$ cat config.mk
export PLATFORM = sky130hd
export DESIGN_NAME = itlb_refill_ctrl
export DESIGN_NICKNAME = d
export VERILOG_FILES = /design/src/rtl/itlb_refill_ctrl.sv
export SDC_FILE = /design/constraint.sdc
export NUM_CORES = 1
export LEC_CHECK = 0
export ABC_AREA = 1
export CAP_MARGIN = 10
export CORE_MARGIN = 10
export CORE_UTILIZATION = 39
export CTS_CLUSTER_SIZE = 30
export DETAILED_ROUTE_END_ITERATION = 6
export GPL_TIMING_DRIVEN = 0
export HOLD_SLACK_MARGIN = 0.05
export PLACE_DENSITY_LB_ADDON = 0.08
export SYNTH_ARGS = -nofsm -noshare
export SYNTH_HDL_FRONTEND = slang
export SYNTH_SLANG_ARGS = --single-unit
$ cat constraint.sdc
create_clock -name clk_i -period 2.4 [get_ports clk_i]
set_input_delay 0.24 -clock clk_i [delete_from_list [all_inputs] [get_ports clk_i]]
set_output_delay 0.24 -clock clk_i [all_outputs]
set_load 0.03 [all_outputs]
$ cat src/rtl/itlb_refill_ctrl.sv
// ITLB refill controller: takes one miss at a time, walks it through the PTW,
// picks a victim entry and writes the returned PTE into the entry array.
module itlb_refill_ctrl #(
    parameter int unsigned ENTRY_NUM = 32,
    parameter int unsigned MXLEN     = 64,
    parameter int unsigned VPN_W     = 27
) (
    input  logic                 clk_i,
    input  logic                 rst_i,
    input  logic                 flush_i,
    input  logic                 miss_valid_i,
    input  logic [VPN_W-1:0]     miss_vpn_i,
    output logic                 miss_ready_o,
    output logic                 ptw_req_valid_o,
    output logic [VPN_W-1:0]     ptw_req_vpn_o,
    input  logic                 ptw_req_ready_i,
    input  logic                 ptw_resp_valid_i,
    input  logic [MXLEN-1:0]     ptw_resp_pte_i,
    input  logic                 ptw_resp_fault_i,
    input  logic [ENTRY_NUM-1:0] valid_vec_i,
    output logic [ENTRY_NUM-1:0] wr_en_o,
    output logic [MXLEN-1:0]     pte_wr_o,
    output logic [VPN_W-1:0]     tag_wr_vpn_o,
    output logic                 refill_done_o,
    output logic                 refill_fault_o,
    output logic                 busy_o
);

    localparam int unsigned IDX_W = (ENTRY_NUM > 1) ? $clog2(ENTRY_NUM) : 1;

    typedef enum logic [2:0] {
        S_IDLE  = 3'd0,
        S_REQ   = 3'd1,
        S_WAIT  = 3'd2,
        S_WRITE = 3'd3,
        S_DRAIN = 3'd4
    } state_t;

    state_t               r_state;
    state_t               w_state_nxt;
    logic [VPN_W-1:0]     r_vpn;
    logic [MXLEN-1:0]     r_pte;
    logic [IDX_W-1:0]     r_victim;
    logic                 r_victim_rr;
    logic [IDX_W-1:0]     r_rr_ptr;
    logic                 r_flush_seen;
    logic                 r_fault;

    logic                 w_miss_ready;
    logic                 w_capture_resp;
    logic                 w_fault_nxt;
    logic                 w_write_fire;
    logic                 w_free_found;
    logic [IDX_W-1:0]     w_free_idx;
    logic [ENTRY_NUM-1:0] w_victim_onehot;

    // Lowest-index invalid entry, if any.
    always_comb begin
        w_free_found = 1'b0;
        w_free_idx   = '0;
        for (int i = int'(ENTRY_NUM) - 1; i >= 0; i--) begin
            if (!valid_vec_i[i]) begin
                w_free_found = 1'b1;
                w_free_idx   = IDX_W'(i);
            end
        end
    end

    // Next-state and control decode.
    always_comb begin
        w_state_nxt    = r_state;
        w_miss_ready   = 1'b0;
        w_capture_resp = 1'b0;
        w_fault_nxt    = 1'b0;
        w_write_fire   = 1'b0;
        case (r_state)
            S_IDLE: begin
                w_miss_ready = ~flush_i;
                if (miss_valid_i && !flush_i) begin
                    w_state_nxt = S_REQ;
                end
            end
            S_REQ: begin
                if (ptw_req_ready_i) begin
                    w_state_nxt = (flush_i || r_flush_seen) ? S_DRAIN : S_WAIT;
                end
            end
            S_WAIT: begin
                if (flush_i) begin
                    // A response arriving with the flush is dropped; nothing left to drain.
                    w_state_nxt = ptw_resp_valid_i ? S_IDLE : S_DRAIN;
                end else if (ptw_resp_valid_i) begin
                    if (ptw_resp_fault_i) begin
                        w_fault_nxt = 1'b1;
                        w_state_nxt = S_IDLE;
                    end else begin
                        w_capture_resp = 1'b1;
                        w_state_nxt    = S_WRITE;
                    end
                end
            end
            S_WRITE: begin
                w_write_fire = ~flush_i;
                w_state_nxt  = S_IDLE;
            end
            S_DRAIN: begin
                if (ptw_resp_valid_i) begin
                    w_state_nxt = S_IDLE;
                end
            end
            default: begin
                w_state_nxt = S_IDLE;
            end
        endcase
    end

    // State register.
    always_ff @(posedge clk_i) begin
        if (rst_i) begin
            r_state <= S_IDLE;
        end else begin
            r_state <= w_state_nxt;
        end
    end

    // Captured request, response, victim and round-robin pointer.
    always_ff @(posedge clk_i) begin
        if (rst_i) begin
            r_vpn        <= '0;
            r_pte        <= '0;
            r_victim     <= '0;
            r_victim_rr  <= 1'b0;
            r_rr_ptr     <= '0;
            r_flush_seen <= 1'b0;
            r_fault      <= 1'b0;
        end else begin
            r_fault <= w_fault_nxt;
            if (r_state == S_IDLE && miss_valid_i && w_miss_ready) begin
                r_vpn <= miss_vpn_i;
            end
            // Remember a flush that lands while the request is still stalled.
            if (r_state == S_REQ && !ptw_req_ready_i) begin
                r_flush_seen <= r_flush_seen | flush_i;
            end else begin
                r_flush_seen <= 1'b0;
            end
            if (w_capture_resp) begin
                r_pte       <= ptw_resp_pte_i;
                r_victim    <= w_free_found ? w_free_idx : r_rr_ptr;
                r_victim_rr <= ~w_free_found;
            end
            if (w_write_fire && r_victim_rr) begin
                r_rr_ptr <= (r_rr_ptr == IDX_W'(ENTRY_NUM - 1)) ? '0 : r_rr_ptr + IDX_W'(1);
            end
        end
    end

    assign w_victim_onehot = ENTRY_NUM'(1) << r_victim;

    // Outputs decode from state; reset forces every output low.
    assign miss_ready_o    = ~rst_i & w_miss_ready;
    assign ptw_req_valid_o = ~rst_i & (r_state == S_REQ);
    assign ptw_req_vpn_o   = ptw_req_valid_o ? r_vpn : '0;
    assign wr_en_o         = (~rst_i & w_write_fire) ? w_victim_onehot : '0;
    assign pte_wr_o        = (~rst_i & w_write_fire) ? r_pte : '0;
    assign tag_wr_vpn_o    = (~rst_i & w_write_fire) ? r_vpn : '0;
    assign refill_done_o   = ~rst_i & w_write_fire;
    assign refill_fault_o  = ~rst_i & r_fault;
    assign busy_o          = ~rst_i & (r_state != S_IDLE);

endmodule
Word-level counts from Yosys, hierarchy flattened
Index checks and enable logic that the tools add are counted.
Widths: inputs -> output; s select.
{ "totals": {"word_cells": 130, "mem_count": 0, "ram_bits": 0, "input_bits": 130, "out_inout_bits": 155, "latch_bits": 0, "reg_bits": 107, "romBits": 0} }
{ "classes": {"n_reduce_logical": 13, "n_eq_ne": 9, "n_lt_le_gt_ge": 0, "shift": 1, "n_bitwise": 12, "n_mux": 86, "add_sub_neg": 1, "mul": 0, "div_mod_pow": 0} }
{ "ops": {"columns": ["op", "count"], "rows": [
  ["$mux 5", 34],
  ["$mux 64", 1],
  ["$mux 27", 2],
  ["$mux 1", 39],
  ["$mux 32", 1],
  ["$shl 1x5->32 const A", 1],
  ["$mux 3", 7],
  ["$pmux 3 s4", 1],
  ["$eq 3x2->1 const B", 2],
  ["$ne 2x2->1 const B", 3],
  ["$not 1->1", 6],
  ["$add 5x1->5 const B", 1],
  ["$and 1x1->1", 5],
  ["$eq 5x5->1 const B", 1],
  ["$logic_and 1x1->1", 5],
  ["$reduce_and 4->1", 1],
  ["$reduce_or 4->1", 1],
  ["$eq 3x1->1 const B", 1],
  ["$eq 3x3->1 const B", 1],
  ["$logic_not 3->1", 1],
  ["$ne 3x3->1 const B", 1],
  ["$reduce_bool 3->1", 1],
  ["$logic_not 1->1", 2],
  ["$mux 2", 1],
  ["3 further kinds", 3]
]} }

Logic depth before layout (Yosys ltp)
Gate-level depths: netlist (run 1).
{ "logic_depth": {"ltp_word": 33, "depth_mapped": 33, "mapped_depth_nobuf": 33} }

Worst setup path before layout (run 1)
Ideal clock, no wire load.
{ "synth_timing": {"kind": "register to output", "start": "register r_state[0]", "end": "output port wr_en_o[10]", "arrival_ps": 2224, "path_stages_with_launch": 10, "n_path_buf": 2, "required_ps": 2160, "setup_slack_ps": -64, "path_cell_list": "dfxtp_1 -> inv_1 -> nor2_1 -> nand3_1 -> nor2_1 -> inv_1 -> or2_2 -> clkbuf_1 -> clkbuf_1 -> nor2_1"} }
{ "synth_via": {"elab_chain_len": 4} }
{ "synth_rtl": {"columns": ["element", "line_no", "rtl"], "rows": [
  ["from (decl)", "39", "state_t r_state;"],
  ["from (signal assigned)", "122", "r_state <= w_state_nxt;"],
  ["$eq 3x2->1", "76", "case (r_state)"],
  ["$mux 1", "76", null],
  ["$and 1x1->1", null, null],
  ["net refill_done_o", "24", "output logic refill_done_o,"],
  ["$mux 32", "164", "assign wr_en_o = (~rst_i & w_write_fire) ? w_victim_onehot : '0;"],
  ["to (decl)", "21", "output logic [ENTRY_NUM-1:0] wr_en_o,"]
]} }
The timed path passes the listed nets, and every way through them passes these cells.

Final worst setup path (run 1)
{ "layout_timing": {"start": "register r_state[0]", "end": "output port pte_wr_o[60]"} }
{ "layout_via": {"elab_chain_len": 4} }
{ "layout_rtl": {"columns": ["element", "line_no", "rtl"], "rows": [
  ["$eq 3x2->1", "76", null],
  ["$mux 1", "76", null],
  ["$and 1x1->1", "165", "assign pte_wr_o = (~rst_i & w_write_fire) ? r_pte : '0;"],
  ["$mux 64", "165", null],
  ["to (decl)", "22", "output logic [MXLEN-1:0] pte_wr_o,"]
]} }
No other way between the ends.

==> results of run 1 <==
metal layers:
metal	global-route usage	share of wire	routed length (um)
met1	0.235	0.40	7700
met2	0.346	0.48	9390
met3	0.0866	0.10	2010
met4	0.0580	0.014	265
met5	0	0	0
critical path, stage by stage, from the launching register on:
cell and delay (ps):
dfxtp_1 330, inv_1 80, nor2_4 110, nand3_2 120, nor2_4 140, inv_1 60, clkbuf_4 220, clkbuf_4 230
nor2_1 120, buf_2 230
what timing repair did:
item	CTS	global route
buffers inserted	0	9
hold buffers	0	0
pin swaps	1	2
endpoints found under the setup margin	154	217
gates cloned	0	0
gates resized for setup	428	256
synthesized netlist by cell type:
cell type,count,area [um^2]
buf_1,2,7.51
or2_2,2,12.5
nor4_1,2,12.5
and3_1,2,12.5
nand3_1,10,50.1
nor2_1,177,664
dfxtp_1,107,2140
a31oi_1,4,25.0
a211oi_1,1,7.51
a21oi_2,1,8.76
a21oi_1,102,510
ha_1,2,25.0
o311ai_0,1,8.76
a311oi_1,1,8.76
buf_2,1,5.00
a221oi_1,2,17.5
inv_2,1,3.75
inv_1,120,450
nand4_1,22,138
xor2_1,1,8.76
clkinv_1,2,7.51
clkbuf_1,46,173
nand2_1,62,233
o21ai_0,103,515
nor3_1,5,25.0
nor2_4,1,11.3
registers in the layout, indices dropped and copies added, names as in the netlist:
register / flops
r_pte: 64
r_vpn: 27
r_flush_seen: 1
r_victim: 5
r_state: 3
r_victim_rr: 1
r_rr_ptr: 5
r_fault: 1
where the power goes:
part           switching, mW  internal [mW]  leakage [nW]
sequential            0.0547           1.96         0.867
combinational          0.562          0.402          2.51
clock                  0.643          0.891         0.155
kinds of logic after synthesis:
kind of cell,share of synthesized area
simple gates,0.228
buf+inv,0.127
fa+ha+maj,0.00492
flops,0.421
xor+xnor,0.00172
compound gates,0.217
path summary, 6_finish.rpt:
kind | start | to | slack, ps | cells after the start
setup reg to reg | r_state[2] | r_pte[43] | 240 | 14
setup / recovery | r_state[0] | pte_wr_o[60] | 170 | 9
hold / removal | flush_i | r_fault | 390 | 4
hold reg to reg | r_pte[53] | r_pte[53] | 450 | 2
layout make-up:
class	count	share of cell area
multi-input cells	501	0.290
repair buffers	292	0.289
flip-flops and latches	107	0.268
inverters	123	0.0587
clock buffers	12	0.0333
plain buffers	47	0.0282
well taps	172	0.0269
clock inverters	4	0.00595
stage by stage:
stage | setup slack (ps) | utilization | hold WS [ps] | power (mW) | cell area (um^2)
after global placement | -860 | 0.642 | 441 | 2.98 | 8130
after global routing | -40.4 | 0.631 | 440 | 4.76 | 8000
after floorplan | 102 | - | 319 | 2.58 | 5090
after CTS | 0.251 | 0.661 | 349 | 4.52 | 8370
after detailed placement | -880 | 0.642 | 444 | 3.00 | 8130
final | 174 | 0.631 | 387 | 4.52 | 8000
==> results.json, run 1 <==
{
  "grt.overflow.total": 0,
  "peakVddDrop_uv": 393,
  "synth-seq-cells": 107,
  "slew_viol_final": 0,
  "cts_tree": "built",
  "cts_sinks": 107,
  "cp-start-kind": "flop",
  "worstSkewPairLatency_ps": 350,
  "grt_antenna_before_repair": 0,
  "htreeDepth": 3,
  "vias_per_cell": 4.71,
  "die_w_um": 134,
  "path_class": "reg2out",
  "dpl.hpwl_mm": 15.2,
  "io_pins": 285,
  "yosys_warnings": 0,
  "max_freq_mhz": 449,
  "wirelength_mm": 19.4,
  "finClkSkew_ps": 5.90,
  "synthDistinctLibCells": 26,
  "cts_buffers": 9,
  "cp.required_ps": 2160,
  "power_leakage_nw": 3.53,
  "placed_cells": 1235,
  "antennaDiodeCount": 0,
  "status": "finished, final reports clean",
  "netlist_instances": 780,
  "syn-num-nets": 912,
  "cp_max_fo": 10,
  "port_buffers": 283,
  "post-route-min-period_ps": 2230,
  "hold_viol": 0,
  "drt_iter0_drc": 252,
  "coreArea_um2": 12700,
  "die_h_um": 134,
  "cp.arrival_ps": 1990,
  "maxCapViolCount": 0,
  "multiInputGateArea_um2": 2320,
  "grt_pass1_wl_mm": 30.4,
  "grt_max_degree": 19,
  "final_cells": 1258,
  "final_cell_mix": "nor2_1, clkdlybuf4s50_1, inv_1",
  "rsz0062_at_grt": "true",
  "rows": 41,
  "fin_tns_setup_ps": 0,
  "tightest_slew_ps": 673,
  "final_common_cell": "nor2_1",
  "ant_nets": 0,
  "regArea_um2": 2140,
  "drive_gt1_frac": 0.169,
  "synthesis.area_um2": 5080,
  "cp-end-kind": "primary output",
  "grt_usage": 0.207,
  "wl_per_cell_um": 15.4,
  "clkTransAtPathRegs_ps": 60,
  "seq_area_frac_synth": 0.421,
  "syn2layout_area_growth_pct": 57.3,
  "fillers": 1295,
  "hp-class": "in2reg",
  "slew_headroom": 0.551,
  "num-nets-final": 1213,
  "die_area_um2": 18000,
  "first_global_vias": 5773,
  "cts_root_buffer": "clkbuf_16",
  "initial_utilization": 0.401,
  "gp_congestion": 0.842,
  "period_share": 0.927,
  "power_density_nw_per_um2": 565,
  "setup_viol": 0,
  "dr.pass1.iters": 5,
  "clockBufferDepth": 2,
  "avgSynthCellArea_um2": 6.52,
  "num_vias": 5920,
  "route.detailed.drc": 0
}
Power figures use the tool's default switching activity.
==> run 2: changes to the inputs <==
PLACE_DENSITY = 0.81   (was not set)
PLACE_DENSITY_LB_ADDON = not set   (was 0.08)
==> run 2 against run 1 <==
  * Utilization down 0.52 points
  * Fmax is 2.0% lower
  * Sequential power about the same
  * Combinational power is 1% lower
  * Die area unchanged
  * Sequential share of layout area up 0.22 points
  * Via count grew 3.3%
  * First-iteration DRC count increased by 11%
  * Critical path type unchanged
  * Critical endpoint is now wr_en_o[4]
  * Largest cell class unchanged
==> results.json, run 2 (synthesized netlist as in run 1, its figures left out) <==
{
  "die_area_um2": 18000,
  "dpl.hpwl_mm": 15.5,
  "clkTransAtPathRegs_ps": 70,
  "cts_tree": "built",
  "hold_viol": 0,
  "post-route-min-period_ps": 2270,
  "m1WireLength_mm": 7.79,
  "num-nets-final": 1210,
  "ff2ff_path_depth": 13,
  "slowest_stage": "or2_2",
  "hold_depth": 2,
  "topRoutingLayerUsed": "met4",
  "cp.required_ps": 2160,
  "grt_antenna_before_repair": 0,
  "slew_viol_final": 0,
  "wl_per_cell_um": 15.7,
  "io_pins": 285,
  "antennaDiodeCount": 0,
  "rsz0062_at_grt": "true",
  "drt_iter0_drc": 280,
  "final_cell_mix": "nor2_1, clkdlybuf4s50_1, inv_1",
  "placed_cells": 1235,
  "hp-class": "in2reg",
  "wl_met3_mm": 1.93,
  "initial_utilization": 0.401,
  "slew_headroom": 0.663,
  "die_w_um": 134,
  "max_freq_mhz": 441,
  "cp-start-kind": "flop",
  "maxCapViolCount": 0,
  "status": "finished, final reports clean",
  "tightest_slew_ps": 506,
  "num_vias": 6116,
  "path_cells": "inv_1, nor2_2, nand3_1, nor2_2, inv_1, or2_2, nor2_1, clkdlybuf4s15_2",
  "largest_reg_flops": 64,
  "route.detailed.drc": 0,
  "coreArea_um2": 12700,
  "clockBufferDepth": 2,
  "wirelength_mm": 19.8,
  "grt_usage": 0.210,
  "grt_max_degree": 18,
  "cts_hold_buf": 0,
  "ant_nets": 0,
  "finClkSkew_ps": 10.2,
  "path_class": "reg2out",
  "final_cells": 1255,
  "die_h_um": 134,
  "cts_sinks": 107,
  "cp.arrival_ps": 2030,
  "drive_gt1_frac": 0.164,
  "cp-end-kind": "primary output",
  "largest-register": "r_pte",
  "worstSkewPairLatency_ps": 350,
  "final_core_util": 0.626,
  "peakVddDrop_uv": 436,
  "power_density_nw_per_um2": 568,
  "final_common_cell": "nor2_1",
  "hold-worst-slack_ps": 340,
  "port_buffers": 283,
  "period_share": 0.946,
  "cpPeakStageDelay_ps": 340,
  "grt.overflow.total": 0,
  "rows": 41,
  "setup_viol": 0,
  "vias_per_cell": 4.87,
  "dr_wl_met2_mm": 9.58,
  "power_leakage_nw": 3.41,
  "cts_root_buffer": "clkbuf_16",
  "gp_congestion": 0.884,
  "dr.pass1.iters": 5,
  "syn2layout_area_growth_pct": 56.0,
  "cts_buffers": 9,
  "htreeDepth": 3,
  "grt_pass1_wl_mm": 30.7,
  "cp_max_fo": 7,
  "reg_top3": "r_pte: 64 flops, r_vpn: 27 flops",
  "first_global_vias": 5934
}
run 2: cell types whose count changed in the layout (fill, tap and decap cells not counted), moves of 5 or more:
cell / before / now
buf_2: 93 / 87
o21ai_0: 91 / 100
dlygate4sd2_1: 2 / 9
o21ai_1: 12 / 3
clkbuf_4: 14 / 19
dlymetal6s2s_1: 17 / 9
run 2: stage by stage:
| stage | setup slack, ps | instance area, um^2 | power (mW) | setup TNS (ps) |
|---|---|---|---|---|
| finish | 130 | 7930 | 4.50 | 0 |
| floorplan | 102 | 5090 | 2.58 | 0 |
| CTS | 0.174 | 8400 | 4.53 | 0 |
| global route | -16.2 | 7930 | 4.73 | -52.2 |
| global placement | -916 | 8130 | 2.98 | -98310 |
| detailed placement | -874 | 8130 | 3.01 | -93490 |
run 2: area by class of cell:
| class | instances | area, um^2 |
|---|---|---|
| repair buffers | 289 | 2280 |
| plain buffers | 47 | 221 |
| clock inverters | 5 | 60.1 |
| fillers | 1278 | 4740 |
| flip-flops and latches | 107 | 2140 |
| clock buffers | 11 | 243 |
| well taps | 172 | 215 |
| inverters | 123 | 465 |
| multi-input cells | 501 | 2300 |
run 2: power breakdown:
group	internal, mW	total (mW)	switching (mW)	leakage [nW]
combinational	0.396	0.954	0.559	2.40
sequential	1.96	2.01	0.0530	0.867
clock	0.845	1.53	0.686	0.147
total	3.20	4.50	1.30	3.41
run 2: final timing paths:
kind	from	to	slack, ps
setup / recovery	r_state[0]	wr_en_o[4]	130
hold / removal	rst_i	r_victim[4]	340
setup reg to reg	r_state[1]	r_pte[29]	220
hold reg to reg	r_pte[6]	r_pte[6]	450
run 2: critical path, delay by kind of cell, from the launching register on:
family	cells	cell delay (ps)
simple gates	5	900
buf+inv	3	460
flops	1	330
run 2: routing by layer:
layer | global-route usage | up-vias
met4 | 0.0744 | 0
met2 | 0.362 | 214
met5 | 0 | -
met1 | 0.224 | 2787
li1 | - | 3089
met3 | 0.0874 | 26
run 2: repair_timing:
| action | in CTS | in global routing |
|---|---|---|
| endpoints found under the setup margin | 186 | 199 |
| pin swaps | 1 | 1 |
| gates cloned | 0 | 0 |
| resized for setup | 435 | 237 |
| buffers inserted | 2 | 4 |
==> run 3: changes to the inputs <==
CORE_MARGIN = not set   (was 10)
==> run 3 against run 2 <==
  * Die area down 25%
  * Fmax down 0.63%
  * Worst setup slack worse by 14 ps
  * Count of clock-buffer cells in the layout unchanged
  * Final area up 4.2%
  * Global-route usage up 3.1 points
  * Critical path type is now in2out
  * Highest routed layer unchanged
==> results.json, run 3 (synthesized netlist as in run 1, its figures left out) <==
{
  "clockBufferDepth": 2,
  "power.total_mw": 4.40,
  "worstSkewPairLatency_ps": 340,
  "vias_per_cell": 4.80,
  "drive_gt1_frac": 0.156,
  "cts_tree": "built",
  "grt.overflow.total": 0,
  "num_vias": 6017,
  "io_pins": 285,
  "ant_nets": 0,
  "num-nets-final": 1209,
  "r2r_slack_ps": 210,
  "die_area_um2": 13500,
  "cp_max_fo": 10,
  "post-route-min-period_ps": 2280,
  "max_freq_mhz": 438,
  "status": "finished, final reports clean",
  "antennaDiodeCount": 0,
  "first_global_vias": 5377,
  "power_leakage_nw": 3.28,
  "cp-end-kind": "primary output",
  "m1WireLength_mm": 7.09,
  "hold-worst-slack_ps": 345,
  "cts_buffers": 9,
  "rr_startpoint": "r_state[1]",
  "rows": 41,
  "grt_antenna_before_repair": 0,
  "cts_root_buffer": "clkbuf_16",
  "initial_utilization": 0.401,
  "cp-start-kind": "input pin",
  "topRoutingLayerUsed": "met4",
  "crit_path_frequent_cell": "clkbuf_1",
  "slowest_stage": "clkdlybuf4s50_1",
  "tightest_slew_ps": 507,
  "cpPeakStageDelay_ps": 670,
  "dr_wl_met2_mm": 8.17,
  "gp_congestion": 0.865,
  "cp.required_ps": 2160,
  "hold-path-endpoint": "r_victim[4]",
  "coreArea_um2": 12700,
  "path_class": "in2out",
  "hp-class": "in2reg",
  "final_common_cell": "nor2_1",
  "final_cell_mix": "nor2_1, clkdlybuf4s50_1, inv_1",
  "cp.arrival_ps": 2040,
  "cts_sinks": 107,
  "route.detailed.drc": 0,
  "syn2layout_area_growth_pct": 62.4,
  "grt_usage": 0.241,
  "slew_viol_final": 0,
  "placed_cells": 1235,
  "grt_max_degree": 19,
  "drt_iter0_drc": 269,
  "die_h_um": 116,
  "port_buffers": 283,
  "finClkSkew_ps": 7.08,
  "hold_depth": 2,
  "peakVddDrop_uv": 299,
  "power_density_nw_per_um2": 533,
  "maxCapViolCount": 0,
  "final_core_util": 0.652,
  "final_cells": 1254,
  "htreeDepth": 3,
  "reg_top3": "r_pte: 64 flops, r_vpn: 27 flops",
  "clkTransAtPathRegs_ps": 70,
  "largest_reg_flops": 64,
  "setup_viol": 0,
  "hold_viol": 0,
  "path_cells": "clkbuf_1, inv_2, clkbuf_1, nand2_1, nor2_1, clkdlybuf4s50_1",
  "wirelength_mm": 17.0,
  "die_w_um": 116,
  "period_share": 0.952,
  "slew_headroom": 0.662,
  "regArea_um2": 2140,
  "wl_met3_mm": 1.41,
  "fillers": 1196,
  "largest-register": "r_pte",
  "dr.pass1.iters": 4,
  "cts_hold_buf": 0,
  "r2r-end": "r_pte[61]",
  "dpl.hpwl_mm": 13.0,
  "multiInputGateArea_um2": 2300,
  "wl_per_cell_um": 13.5,
  "grt_pass1_wl_mm": 25.3,
  "fin_tns_setup_ps": 0,
  "ff2ff_path_depth": 13,
  "worstHoldStart": "rst_i"
}
-- run 3: critical path, delay by kind of cell --
| kind | cells | cell delay (ps) |
|---|---|---|
| buf+inv | 4 | 1540 |
| simple gates | 2 | 260 |
-- run 3: where the power goes --
group          switching [mW]  leakage [nW]  internal, mW
registers              0.0528         0.867          1.96
logic                   0.557          2.28         0.395
clock network           0.687         0.138         0.749
total                    1.30          3.28          3.10
-- run 3: timing repair --
item                                    in CTS  in global routing
gates resized for setup                    413                127
pin swaps                                    0                  1
hold endpoints to repair                     0                  0
endpoints found under the setup margin     206                210
buffers inserted                             1                  3
-- run 3: layout make-up --
type                            count  area share
Clock inverter                      5     0.00545
Tap cell                          172      0.0261
Sequential cell                   107       0.259
Multi-Input combinational cell    501       0.278
Buffer                             48      0.0252
Clock buffer                       11      0.0294
Timing Repair Buffer              287       0.320
Inverter                          123      0.0564
-- run 3: worst max path at each step --
stage	start	endpoint	slack (ps)	cells past startpoint
final	rst_i	miss_ready_o	120	6
after CTS	r_state[0]	wr_en_o[12]	0.04	10
after floorplan	r_state[0]	wr_en_o[10]	100	9
after global placement	flush_i	pte_wr_o[60]	-860	9
after global routing	r_state[1]	r_pte[61]	-20	13
after detailed placement	flush_i	pte_wr_o[62]	-840	9
-- run 3: per-stage QoR --
stage          setup WS (ps)  instance area (um^2)
2_1_floorplan            102                  5090
3_3_place_gp            -858                  8130
3_5_place_dp            -842                  8130
4_1_cts               0.0377                  8430
5_1_grt                -18.6                  8260
6_report                 116                  8260
-- run 3: layer usage --
| metal | track usage | vias to the layer above |
|---|---|---|
| met5 | 0 | - |
| met4 | 0.0803 | 0 |
| met3 | 0.0628 | 21 |
| met2 | 0.430 | 219 |
| met1 | 0.281 | 2688 |
| li1 | - | 3089 |
